--- config.mk ---
export PLATFORM = sky130hd
export DESIGN_NAME = vga_timing_gen
export DESIGN_NICKNAME = d
export VERILOG_FILES = /design/src/rtl/vga_timing_gen.sv
export SDC_FILE = /design/constraint.sdc
export NUM_CORES = 1
export LEC_CHECK = 0
export CAP_MARGIN = 25
export CORE_UTILIZATION = 42
export CTS_CLUSTER_DIAMETER = 120
export CTS_CLUSTER_SIZE = 16
export DETAILED_ROUTE_END_ITERATION = 16
export PLACE_DENSITY_LB_ADDON = 0.05
export SYNTH_ARGS = -nofsm -noshare
export SYNTH_HDL_FRONTEND = slang
export SYNTH_SLANG_ARGS = --single-unit
--- constraint.sdc ---
create_clock -name clk_i -period 2.6 [get_ports clk_i]
set_clock_uncertainty 0.2 [all_clocks]
set_input_delay 0.26 -clock clk_i [delete_from_list [all_inputs] [get_ports clk_i]]
set_output_delay 0.26 -clock clk_i [all_outputs]
set_load 0.005 [all_outputs]
--- src/rtl/vga_timing_gen.sv ---
// Two-mode VGA timing generator: fractional pixel enable, h/v counters, and a delay-matched output pipeline.
// Optional VGA_LINE_MATCH_EN adds line_cmp_i / line_match_o, which pulse on the line_start of a chosen line.
module vga_timing_gen #(
  parameter int PIX_NUM   = 1,
  parameter int PIX_DEN   = 2,
  parameter int CNT_W     = 11,
  parameter int X_POS_W   = 10,
  parameter int Y_POS_W   = 9,
  parameter int OUT_DELAY = 0,
  parameter int M0_H_RES  = 640,
  parameter int M0_H_FP   = 16,
  parameter int M0_H_SYNC = 96,
  parameter int M0_H_BP   = 48,
  parameter int M0_V_RES  = 480,
  parameter int M0_V_FP   = 10,
  parameter int M0_V_SYNC = 2,
  parameter int M0_V_BP   = 33,
  parameter bit M0_HS_POL = 1'b0,
  parameter bit M0_VS_POL = 1'b0,
  parameter int M1_H_RES  = 640,
  parameter int M1_H_FP   = 16,
  parameter int M1_H_SYNC = 96,
  parameter int M1_H_BP   = 48,
  parameter int M1_V_RES  = 350,
  parameter int M1_V_FP   = 37,
  parameter int M1_V_SYNC = 2,
  parameter int M1_V_BP   = 60,
  parameter bit M1_HS_POL = 1'b1,
  parameter bit M1_VS_POL = 1'b0
) (
  input  logic               clk_i,
  input  logic               rst_i,
  input  logic               mode_i,
`ifdef VGA_LINE_MATCH_EN
  input  logic [CNT_W-1:0]   line_cmp_i,
  output logic               line_match_o,
`endif
  output logic               pixel_en_o,
  output logic               hsync_o,
  output logic               vsync_o,
  output logic [X_POS_W-1:0] pixel_x_o,
  output logic [Y_POS_W-1:0] pixel_y_o,
  output logic               visible_range_o,
  output logic               line_start_o,
  output logic               frame_start_o,
  output logic               mode_o
);

  localparam int AW = $clog2(PIX_DEN) + 1;

  localparam logic [CNT_W-1:0] M0_HR  = CNT_W'(M0_H_RES);
  localparam logic [CNT_W-1:0] M0_HSS = CNT_W'(M0_H_RES + M0_H_FP);
  localparam logic [CNT_W-1:0] M0_HSE = CNT_W'(M0_H_RES + M0_H_FP + M0_H_SYNC);
  localparam logic [CNT_W-1:0] M0_HL  = CNT_W'(M0_H_RES + M0_H_FP + M0_H_SYNC + M0_H_BP - 1);
  localparam logic [CNT_W-1:0] M0_VR  = CNT_W'(M0_V_RES);
  localparam logic [CNT_W-1:0] M0_VSS = CNT_W'(M0_V_RES + M0_V_FP);
  localparam logic [CNT_W-1:0] M0_VSE = CNT_W'(M0_V_RES + M0_V_FP + M0_V_SYNC);
  localparam logic [CNT_W-1:0] M0_VL  = CNT_W'(M0_V_RES + M0_V_FP + M0_V_SYNC + M0_V_BP - 1);
  localparam logic [CNT_W-1:0] M1_HR  = CNT_W'(M1_H_RES);
  localparam logic [CNT_W-1:0] M1_HSS = CNT_W'(M1_H_RES + M1_H_FP);
  localparam logic [CNT_W-1:0] M1_HSE = CNT_W'(M1_H_RES + M1_H_FP + M1_H_SYNC);
  localparam logic [CNT_W-1:0] M1_HL  = CNT_W'(M1_H_RES + M1_H_FP + M1_H_SYNC + M1_H_BP - 1);
  localparam logic [CNT_W-1:0] M1_VR  = CNT_W'(M1_V_RES);
  localparam logic [CNT_W-1:0] M1_VSS = CNT_W'(M1_V_RES + M1_V_FP);
  localparam logic [CNT_W-1:0] M1_VSE = CNT_W'(M1_V_RES + M1_V_FP + M1_V_SYNC);
  localparam logic [CNT_W-1:0] M1_VL  = CNT_W'(M1_V_RES + M1_V_FP + M1_V_SYNC + M1_V_BP - 1);

  typedef struct packed {
    logic               hs;
    logic               vs;
    logic [X_POS_W-1:0] x;
    logic [Y_POS_W-1:0] y;
    logic               vis;
    logic               ls;
    logic               fs;
    logic               mode;
`ifdef VGA_LINE_MATCH_EN
    logic               lm;
`endif
  } stage_t;

  logic [AW-1:0]    r_acc;
  logic             r_pix_en;
  logic [CNT_W-1:0] r_h, r_v;
  logic             r_mode;
  logic             r_wrap;
  stage_t           r_st [0:OUT_DELAY];

  logic [AW:0]      w_sum;
  logic             w_en;
  logic [CNT_W-1:0] w_hr, w_hss, w_hse, w_hl, w_vr, w_vss, w_vse, w_vl;
  logic             w_hs_pol, w_vs_pol, w_h_max, w_v_max;
  stage_t           w_dec, w_rst;

  assign w_sum = {1'b0, r_acc} + (AW+1)'(PIX_NUM);
  assign w_en  = (w_sum >= (AW+1)'(PIX_DEN));

  assign w_hr     = r_mode ? M1_HR  : M0_HR;
  assign w_hss    = r_mode ? M1_HSS : M0_HSS;
  assign w_hse    = r_mode ? M1_HSE : M0_HSE;
  assign w_hl     = r_mode ? M1_HL  : M0_HL;
  assign w_vr     = r_mode ? M1_VR  : M0_VR;
  assign w_vss    = r_mode ? M1_VSS : M0_VSS;
  assign w_vse    = r_mode ? M1_VSE : M0_VSE;
  assign w_vl     = r_mode ? M1_VL  : M0_VL;
  assign w_hs_pol = r_mode ? M1_HS_POL : M0_HS_POL;
  assign w_vs_pol = r_mode ? M1_VS_POL : M0_VS_POL;
  assign w_h_max  = (r_h == w_hl);
  assign w_v_max  = (r_v == w_vl);

  // Mode only changes on the frame-wrap edge, so counters and mode always describe the same frame.
  always_ff @(posedge clk_i) begin
    if (rst_i) begin
      r_acc    <= '0;
      r_pix_en <= 1'b0;
      r_h      <= '0;
      r_v      <= '0;
      r_mode   <= mode_i;
      r_wrap   <= 1'b0;
    end else begin
      r_acc    <= w_en ? AW'(w_sum - (AW+1)'(PIX_DEN)) : AW'(w_sum);
      r_pix_en <= w_en;
      r_wrap   <= w_en && w_h_max;
      if (w_en) begin
        if (w_h_max) begin
          r_h <= '0;
          if (w_v_max) begin
            r_v    <= '0;
            r_mode <= mode_i;
          end else begin
            r_v <= r_v + 1'b1;
          end
        end else begin
          r_h <= r_h + 1'b1;
        end
      end
    end
  end

  // r_wrap marks that h just entered 0, so the strobes line up with pixel_x_o == 0.
  always_comb begin
    w_dec      = '0;
    w_dec.hs   = ((r_h >= w_hss) && (r_h < w_hse)) ^ ~w_hs_pol;
    w_dec.vs   = ((r_v >= w_vss) && (r_v < w_vse)) ^ ~w_vs_pol;
    w_dec.x    = r_h[X_POS_W-1:0];
    w_dec.y    = r_v[Y_POS_W-1:0];
    w_dec.vis  = (r_h < w_hr) && (r_v < w_vr);
    w_dec.ls   = r_wrap;
    w_dec.fs   = r_wrap && (r_v == '0);
    w_dec.mode = r_mode;
`ifdef VGA_LINE_MATCH_EN
    w_dec.lm   = r_wrap && (r_v == line_cmp_i);
`endif
  end

  always_comb begin
    w_rst      = '0;
    w_rst.hs   = mode_i ? ~M1_HS_POL : ~M0_HS_POL;
    w_rst.vs   = mode_i ? ~M1_VS_POL : ~M0_VS_POL;
    w_rst.mode = mode_i;
  end

  always_ff @(posedge clk_i) begin
    if (rst_i) begin
      for (int i = 0; i <= OUT_DELAY; i++) r_st[i] <= w_rst;
    end else begin
      r_st[0] <= w_dec;
      for (int i = 1; i <= OUT_DELAY; i++) r_st[i] <= r_st[i-1];
    end
  end

  assign pixel_en_o      = r_pix_en;
  assign hsync_o         = r_st[OUT_DELAY].hs;
  assign vsync_o         = r_st[OUT_DELAY].vs;
  assign pixel_x_o       = r_st[OUT_DELAY].x;
  assign pixel_y_o       = r_st[OUT_DELAY].y;
  assign visible_range_o = r_st[OUT_DELAY].vis;
  assign line_start_o    = r_st[OUT_DELAY].ls;
  assign frame_start_o   = r_st[OUT_DELAY].fs;
  assign mode_o          = r_st[OUT_DELAY].mode;
`ifdef VGA_LINE_MATCH_EN
  assign line_match_o    = r_st[OUT_DELAY].lm;
`endif

endmodule

After elaboration in Yosys (flattened, before gate mapping) --
Memories as Yosys holds them, arrays and structs flattened. Cells that the tools add are included.
Storage, ports and cells: flip-flop bits (word level) 27, latch bits 0, memory bits (writable) 25, memory bits (read-only) 0, bits of input ports 3, output and inout bits 26, logic and storage cells 53, memories kept 1
Memories:
- r_st | words 1, bits a word 25, rd ports 1, clocked after Yosys merged registers in 0, wr ports 1, line 87 | stage_t r_st [0:OUT_DELAY];
Operators by class: add/sub/neg operators 4, $mul 0, div/mod/pow operators 0, $lt $le $gt $ge 7, eq/ne operators 2, shifts and indexed selects 0, mux-type cells 18, bitwise gates (word level) 3, reductions and logical operators 12
Operator list (count):
- 2-to-1 mux 25 bit | 1
- OR reduction 25 bit | 1
- adder 11 x 1 -> 11 bit, second input constant | 2
- less-than comparator 11 x 10 -> 1 bit, second input constant | 2
- less-than comparator 11 x 9 -> 1 bit | 2
- 2-to-1 mux 11 bit | 2
- 2-to-1 mux 7 bit | 2
- equality test 11 x 10 -> 1 bit | 1
- equality test 11 x 10 -> 1 bit, second input constant | 1
- >= comparator 11 x 10 -> 1 bit, second input constant | 1
- >= comparator 11 x 9 -> 1 bit | 1
- zero test 11 bit | 1
- 2-to-1 mux 1 bit | 10
- 2-to-1 mux 10 bit | 1
- 2-to-1 mux 8 bit | 1
- nonzero test 2 bit | 3
- logical AND 1 bit | 5
- adder 2 x 1 -> 3 bit, second input constant | 1
- >= comparator 3 x 2 -> 1 bit, second input constant | 1
- AND reduction 3 bit | 1
- 2-to-1 mux 2 bit | 1
- NOT 1 bit | 2
- AND reduction 2 bit | 1
- subtractor 2 bit, second input constant | 1
- bitwise XOR 1 bit | 1

Logic depth before layout (Yosys ltp) --
Gate-level depths: netlist (run 1).
word-level depth 6, depth in mapped cells 7

Worst setup path before layout (run 1) --
OpenSTA, ideal clock, no wires.
path kind flip-flop to flip-flop, from register r_mode, to register r_mode, enable pin, arrival 1.806 ns, slack 0.252 ns, cell stages (with the launch flop) 7, period minus slack after synthesis 2.348 ns, cell sequence edfxtp_1 > inv_1 > ha_1 > nor4_1 > o2111ai_1 > nor2b_1 > nor2_1
On the way: longest elaborated chain between the ends 4
RTL lines:
- start, declared | line 85 | logic r_mode;
- start signal, assigned | line 118 | r_mode <= mode_i;
- start signal, assigned | line 129 | r_mode <= mode_i;
- 2-to-1 mux 10 bit | line 105 | assign w_vl = r_mode ? M1_VL : M0_VL;
- equality test 11 x 10 -> 1 bit | line 109 | assign w_v_max = (r_v == w_vl);
- nonzero test 2 bit (no line)
- AND reduction 3 bit (no line)
No other way between the ends. A chain may end at the register's enable or synchronous reset.

Worst setup path in the final report (run 1) --
from register r_mode, to register r_v[3]
On the way: longest elaborated chain between the ends 3
RTL lines:
- 2-to-1 mux 10 bit | line 105
- equality test 11 x 10 -> 1 bit | line 109
- 2-to-1 mux 11 bit | line 127 | if (w_v_max) begin
- end signal, assigned | line 131 | r_v <= r_v + 1'b1;
- end, declared | line 84 | logic [CNT_W-1:0] r_h, r_v;
No other way between the ends.

==> impl_metrics.tcl, run 1 <==
set metrics [dict create \
    outcome "finished, final reports clean" \
    yosys_warnings 0 \
    syn-cell-area_sq_um 2180 \
    ys_types 42 \
    synth_fa_ha_area_share_pct 6.90 \
    wire_per_inst_microns 13.5 \
    critical_path_buf_inv_count 2 \
    synth-xor-area-share_pct 5.23 \
    fillers 481 \
    n_antenna_cell 0 \
    gp_routability_congestion 0.801 \
    clock-sinks 52 \
    dieWidth_microns 74.0 \
    antenna_found_initial 0 \
    crit_required_ps 2600 \
    grt_busiest_layer "met2" \
    p_per_area_nw_per_um2 509 \
    grt_max_degree 16 \
    synth_top_area_share_pct 46.9 \
    grt_usage_pct 18.4 \
    cts_tree "yes" \
    fmax_mhz 401 \
    synth_compound_area_share_pct 7.64 \
    hold_viol 0 \
    synth_edf_count 1 \
    final_area_sq_um 2700 \
    use_met2_pct 27.5 \
    drive_above_1_share_pct 10.2 \
    netlist_top_cells_count "dfxtp_1, nor2_1, nor2b_1, nand2_1" \
    gr-usage-met3_pct 4.61 \
    rows 25 \
    synth_top_family_by_area "simple AND/OR/NAND/NOR gates" \
    drc_errors 0 \
    ys_ff_latch 52 \
    hold_buffers 0 \
    avgSynthCellArea_sq_um 9.26 \
    power_mw 1.38 \
    viasPerCell 5.02 \
    finalCriticalPeriod_ps 2500 \
    dieHeight_microns 74.0 \
    final_cells 342 \
    h-tree-depth 2 \
    slew_viol_final 0 \
    cp_max_fo 6 \
    cts_buffer_depth 2 \
    dr.pass1.iters 5 \
    initial_core_util_pct 44.9 \
    final_nets 289 \
    criticalPathCategory "reg2reg" \
    synth.area.mux_share_pct 0 \
    yosys.area_share.simple_pct 29.0 \
    grt_pass1_vias 1607 \
    critPathMaxStageDelay_ps 500 \
    syn_inst 235 \
    cts_root_buf "clkbuf_8" \
    dp_cells 332 \
    core_sq_um 4850 \
    timing.slew.headroom_pct 68.0 \
    place.port_buffers 28 \
    worst_pin_slew_ps 478 \
    arrival_ps 2500 \
    cp-end-kind "register" \
    ys_async_sr_fraction_pct 0 \
    cp_cell_sequence "buf_4 -> ha_1 -> nor4_2 -> o2111ai_2 -> nor2b_1 -> nor2_1 -> buf_4 -> nor2_1" \
    multiInputGateArea_sq_um 1070 \
    syn_to_final_growth_pct 24.2 \
    synth_area_leaders "dfxtp_1, ha_1, nor2_1" \
    cpMaxStageDelayCell "edfxtp_1" \
    io_pins 29 \
    critPathLaunchType "register" \
    routed_wl_mm 4.63 \
    clk_pin_slew_ps 90 \
    place_hpwl_mm 3.26 \
    utilization_pct 55.8 \
    synth-main-ff-cell "dfxtp_1" \
    ir_worst_vdd_v 0.000365 \
    dieArea_sq_um 5480 \
    drtAntennaViolNets 0 \
    drv_cap 0 \
    seqCellArea_sq_um 1050 \
    placed_cell_area_sq_um 2570 \
    gr-total-overflow 0 \
    vias 1718 \
    hold_class "reg2reg" \
    initialDrtViolationCount 96 \
    setup_viol 0 \
    synth_top_area_cell "dfxtp_1" \
    leakage_nw 1.05 \
    grt_pass1_wl_mm 7.57 \
    cts_buffers 5 \
    synth_most_common_cell "dfxtp_1" \
    clkLatencyLatePin_ps 300 \
    cpLargestDelayFamily "simple AND/OR/NAND/NOR gates" \
    grt.met1_usage_pct 25.9 \
    tns_ps 0 \
    yosysSeqAreaShare_pct 48.3 \
    synth_nets 250 \
    fin_crit_sh_pct 96.0 \
]
-- cell families after synthesis --
logic type	count (synthesis)
fa+ha+maj	12
compound gates	28
flops	52
simple gates	115
buf+inv	15
xor+xnor	13
-- stage by stage --
stage | hold WS, ps | setup slack, ps
floorplan | 159 | 252
global placement | 262 | 224
detailed placement | 279 | 112
CTS | 292 | 88.7
global route | 308 | -8.78
finish | 290 | 105
-- cell usage in the layout, fill, tap and decap left out, types with 2 or more instances in the layout --
cell type,n
nand4b_1,2
nor4b_1,2
clkbuf_8,5
ha_1,12
nand3_1,12
and4_1,2
nor2_1,31
nand2_1,14
o21ai_0,9
nor2b_1,17
and3b_1,2
inv_1,8
nor3_1,2
nand4_1,5
or3_1,7
a21oi_1,10
buf_4,11
and3_1,6
nor2_2,3
xor2_1,9
xnor2_1,4
clkdlybuf4s50_1,28
dfxtp_1,51
-- per-layer routing --
layer  share of wire [%]  wire (microns)
met1                  52            2420
met2                  44            2010
met3                 3.7             173
met4                0.54              25
met5                   0               0
-- final timing paths --
kind                     startpoint                     to  slack (ps)  depth (start not counted)
setup / recovery   r_mode$_DFFE_PP_    r_v[3]$_SDFFE_PP0P_         100                          8
hold / removal    r_wrap$_SDFF_PP0_  r_st[0][2]$_SDFF_PP0_         290                          1
setup reg to reg   r_mode$_DFFE_PP_    r_v[3]$_SDFFE_PP0P_         100                          8
hold reg to reg   r_wrap$_SDFF_PP0_  r_st[0][2]$_SDFF_PP0_         290                          1
-- report_power, final --
group          total (mW)  switching, mW  leakage, nW  internal [mW]
registers           0.814        0.00697        0.422          0.807
clock network       0.501          0.254       0.0534          0.247
logic              0.0612         0.0334        0.576         0.0277
total                1.38          0.294         1.05           1.08
-- final cells by class --
type	count	share of cell area (%)
tap	67	3.10
multi-input combinational	168	39.7
clock inverter	1	0.185
inverter	8	1.11
timing repair buffer	39	13.4
sequential	52	38.9
clock buffer	7	3.61
-- state kept, by name, summed over array words and instances (netlist names) --
register,flops
r_h,11
r_mode,1
pixel_en_o,1
r_v,11
r_acc,2
r_wrap,1
r_st,25
-- repair_timing --
item | in CTS | in global routing
resized for setup | 0 | 2
endpoints found under the hold margin | 0 | 0
setup endpoints to repair | 0 | 8
buffers inserted | 0 | 2
(Power assumes the default switching activity.)
==> run 2: changes to the inputs <==
CORE_UTILIZATION = 54   (was 42)
CTS_BUF_LIST = sky130_fd_sc_hd__clkbuf_8 sky130_fd_sc_hd__clkbuf_16   (was default)
SLEW_MARGIN = 15   (was default)
==> run 2 against run 1 <==
  * Fmax is 5.7% higher
  * Sequential cell count unchanged
  * Utilization grew 15 points
  * Worst setup slack gained 140 ps
  * Final area decreased by 1.1%
  * Combinational power decreased by 7.8%
  * Global-route usage up 3.2 points
  * Critical endpoint unchanged
  * Largest cell class unchanged
==> impl_metrics.tcl, run 2 (synthesis results as in run 1) <==
set metrics [dict create \
    final_area_sq_um 2670 \
    worst_hold_path.num_cells 1 \
    clk_pin_slew_ps 90 \
    cts_root_buf "clkbuf_8" \
    arrival_ps 2360 \
    initial_core_util_pct 57.7 \
    final_cell_mix "dfxtp_1, nor2_1, clkdlybuf4s50_1, nor2b_1, nand2_1" \
    largest_register "r_st" \
    antenna_found_initial 0 \
    p_per_area_nw_per_um2 548 \
    r2r_start "r_mode$_DFFE_PP_" \
    wire_per_inst_microns 12.9 \
    viasPerCell 5.33 \
    hold_class "reg2reg" \
    criticalPathCategory "reg2reg" \
    cts_tree "yes" \
    gp_routability_congestion 0.838 \
    rows 22 \
    place.port_buffers 28 \
    r2r_slack_ps 240 \
    hold_end "r_st[0][2]$_SDFF_PP0_" \
    critPathLaunchType "register" \
    p_switching_uw 291 \
    clockPowerShare_pct 40.5 \
    n_antenna_cell 0 \
    dieArea_sq_um 4290 \
    post_cts_buffers 0 \
    drv_cap 0 \
    leakage_nw 1.05 \
    worst_pin_slew_ps 528 \
    io_pins 29 \
    seqCellArea_sq_um 1050 \
    clock-sinks 52 \
    grt_pass1_vias 1530 \
    slew_viol_final 0 \
    dr.pass1.iters 4 \
    routed_wl_mm 4.11 \
    grt_max_degree 16 \
    hold_viol 0 \
    rsz0062_at_grt "no" \
    h-tree-depth 2 \
    gr-total-overflow 0 \
    hold_start "r_wrap$_SDFF_PP0_" \
    p_int_mw 1.17 \
    r2r_end "r_v[3]$_SDFFE_PP0P_" \
    place_hpwl_mm 3.02 \
    drc_errors 0 \
    drive_above_1_share_pct 8.82 \
    ff2ff_path_depth 8 \
    hold_buffers 0 \
    largest_reg_flops 25 \
    startpoint "r_mode$_DFFE_PP_" \
    ir_worst_vdd_v 0.000415 \
    grt_usage_pct 21.6 \
    vias 1706 \
    setup_ws_ps 240 \
    outcome "finished, final reports clean" \
    fillers 295 \
    p_sw_share_pct 19.9 \
    top_regs "r_st x25, r_h x11, r_v x11" \
    multiInputGateArea_sq_um 1060 \
    seqPwrFrac_pct 55.7 \
    drtAntennaViolNets 0 \
    core_sq_um 3770 \
    setup_viol 0 \
    clkLatencyLatePin_ps 310 \
    placed_cell_area_sq_um 2550 \
    timing.slew.headroom_pct 64.7 \
    p_comb_share_pct 3.9 \
    syn_to_final_growth_pct 22.8 \
    cts_buffer_depth 2 \
    grt_pass1_wl_mm 6.98 \
    initialDrtViolationCount 75 \
    cts_buffers 5 \
    cp_max_fo 9 \
    fin_crit_sh_pct 90.8 \
    finalCriticalPeriod_ps 2360 \
    fmax_mhz 424 \
    dieHeight_microns 65.5 \
    cp-end-kind "register" \
    dieWidth_microns 65.5 \
    final_nets 287 \
    pre_cts_ws_ps 298 \
    crit_required_ps 2600 \
    tns_ps 0 \
    post_cts_resize_count 0 \
    layout_commonest_cell "dfxtp_1" \
]
[run 2: cell count changes in the layout (fill, tap and decap cells not counted), sizes merged]
cell	delta
bufinv	+1
clkinv	-1
buf	-2
clkbuf	-1
[run 2: area by class of cell]
class                      instances  share of cell area, %
clock buffer                       6                   3.51
clock inverter                     1                   1.12
inverter                           8                   1.12
multi-input combinational        168                   39.7
sequential                        52                   39.3
tap                               48                   2.25
timing repair buffer              37                   13.0
[run 2: worst max-delay path by stage]
stage / end / slack, ps
after floorplan: r_mode$_DFFE_PP_ / 250
after global placement: r_v[7]$_SDFFE_PP0P_ / 360
after detailed placement: r_v[3]$_SDFFE_PP0P_ / 300
after CTS: r_v[3]$_SDFFE_PP0P_ / 270
after global routing: r_v[3]$_SDFFE_PP0P_ / 20
final: r_v[3]$_SDFFE_PP0P_ / 240
[run 2: stage by stage]
step / power, mW / hold slack (ps) / std cells / utilization [%]
6_report: 1.46 / 268 / 320 / 70.9
3_5_place_dp: 0.891 / 264 / 313 / 67.6
2_1_floorplan: 0.865 / 159 / 235 / -
5_1_grt: 1.52 / 285 / 320 / 70.9
3_3_place_gp: 0.889 / 259 / 313 / 67.6
4_1_cts: 1.48 / 274 / 320 / 70.9
[run 2: metal layers]
layer	vias to the layer above	wire length [microns]	global-route usage (%)
met5	-	0	0
met4	0	79	8.15
met3	8	227	5.73
met2	49	1770	31.4
met1	776	2030	30.4
li1	873	-	-
[run 2: worst max-delay path, stage by stage, from the launching register on]
cell,delay [ps]
edfxtp_1,520
inv_1,170
ha_1,330
nor4_1,250
o2111ai_1,180
nor2b_1,190
nor2_1,190
buf_4,170
nor2_1,50
[run 2: power by group through the flow]
| stage | logic [mW] | clock network [mW] | registers, mW |
|---|---|---|---|
| 2_1_floorplan | 0.0325 | 0 | 0.833 |
| 3_3_place_gp | 0.0557 | 0 | 0.833 |
| 3_5_place_dp | 0.0568 | 0 | 0.834 |
| 4_1_cts | 0.0571 | 0.605 | 0.815 |
| 5_1_grt | 0.0639 | 0.635 | 0.817 |
| 6_report | 0.0564 | 0.593 | 0.815 |
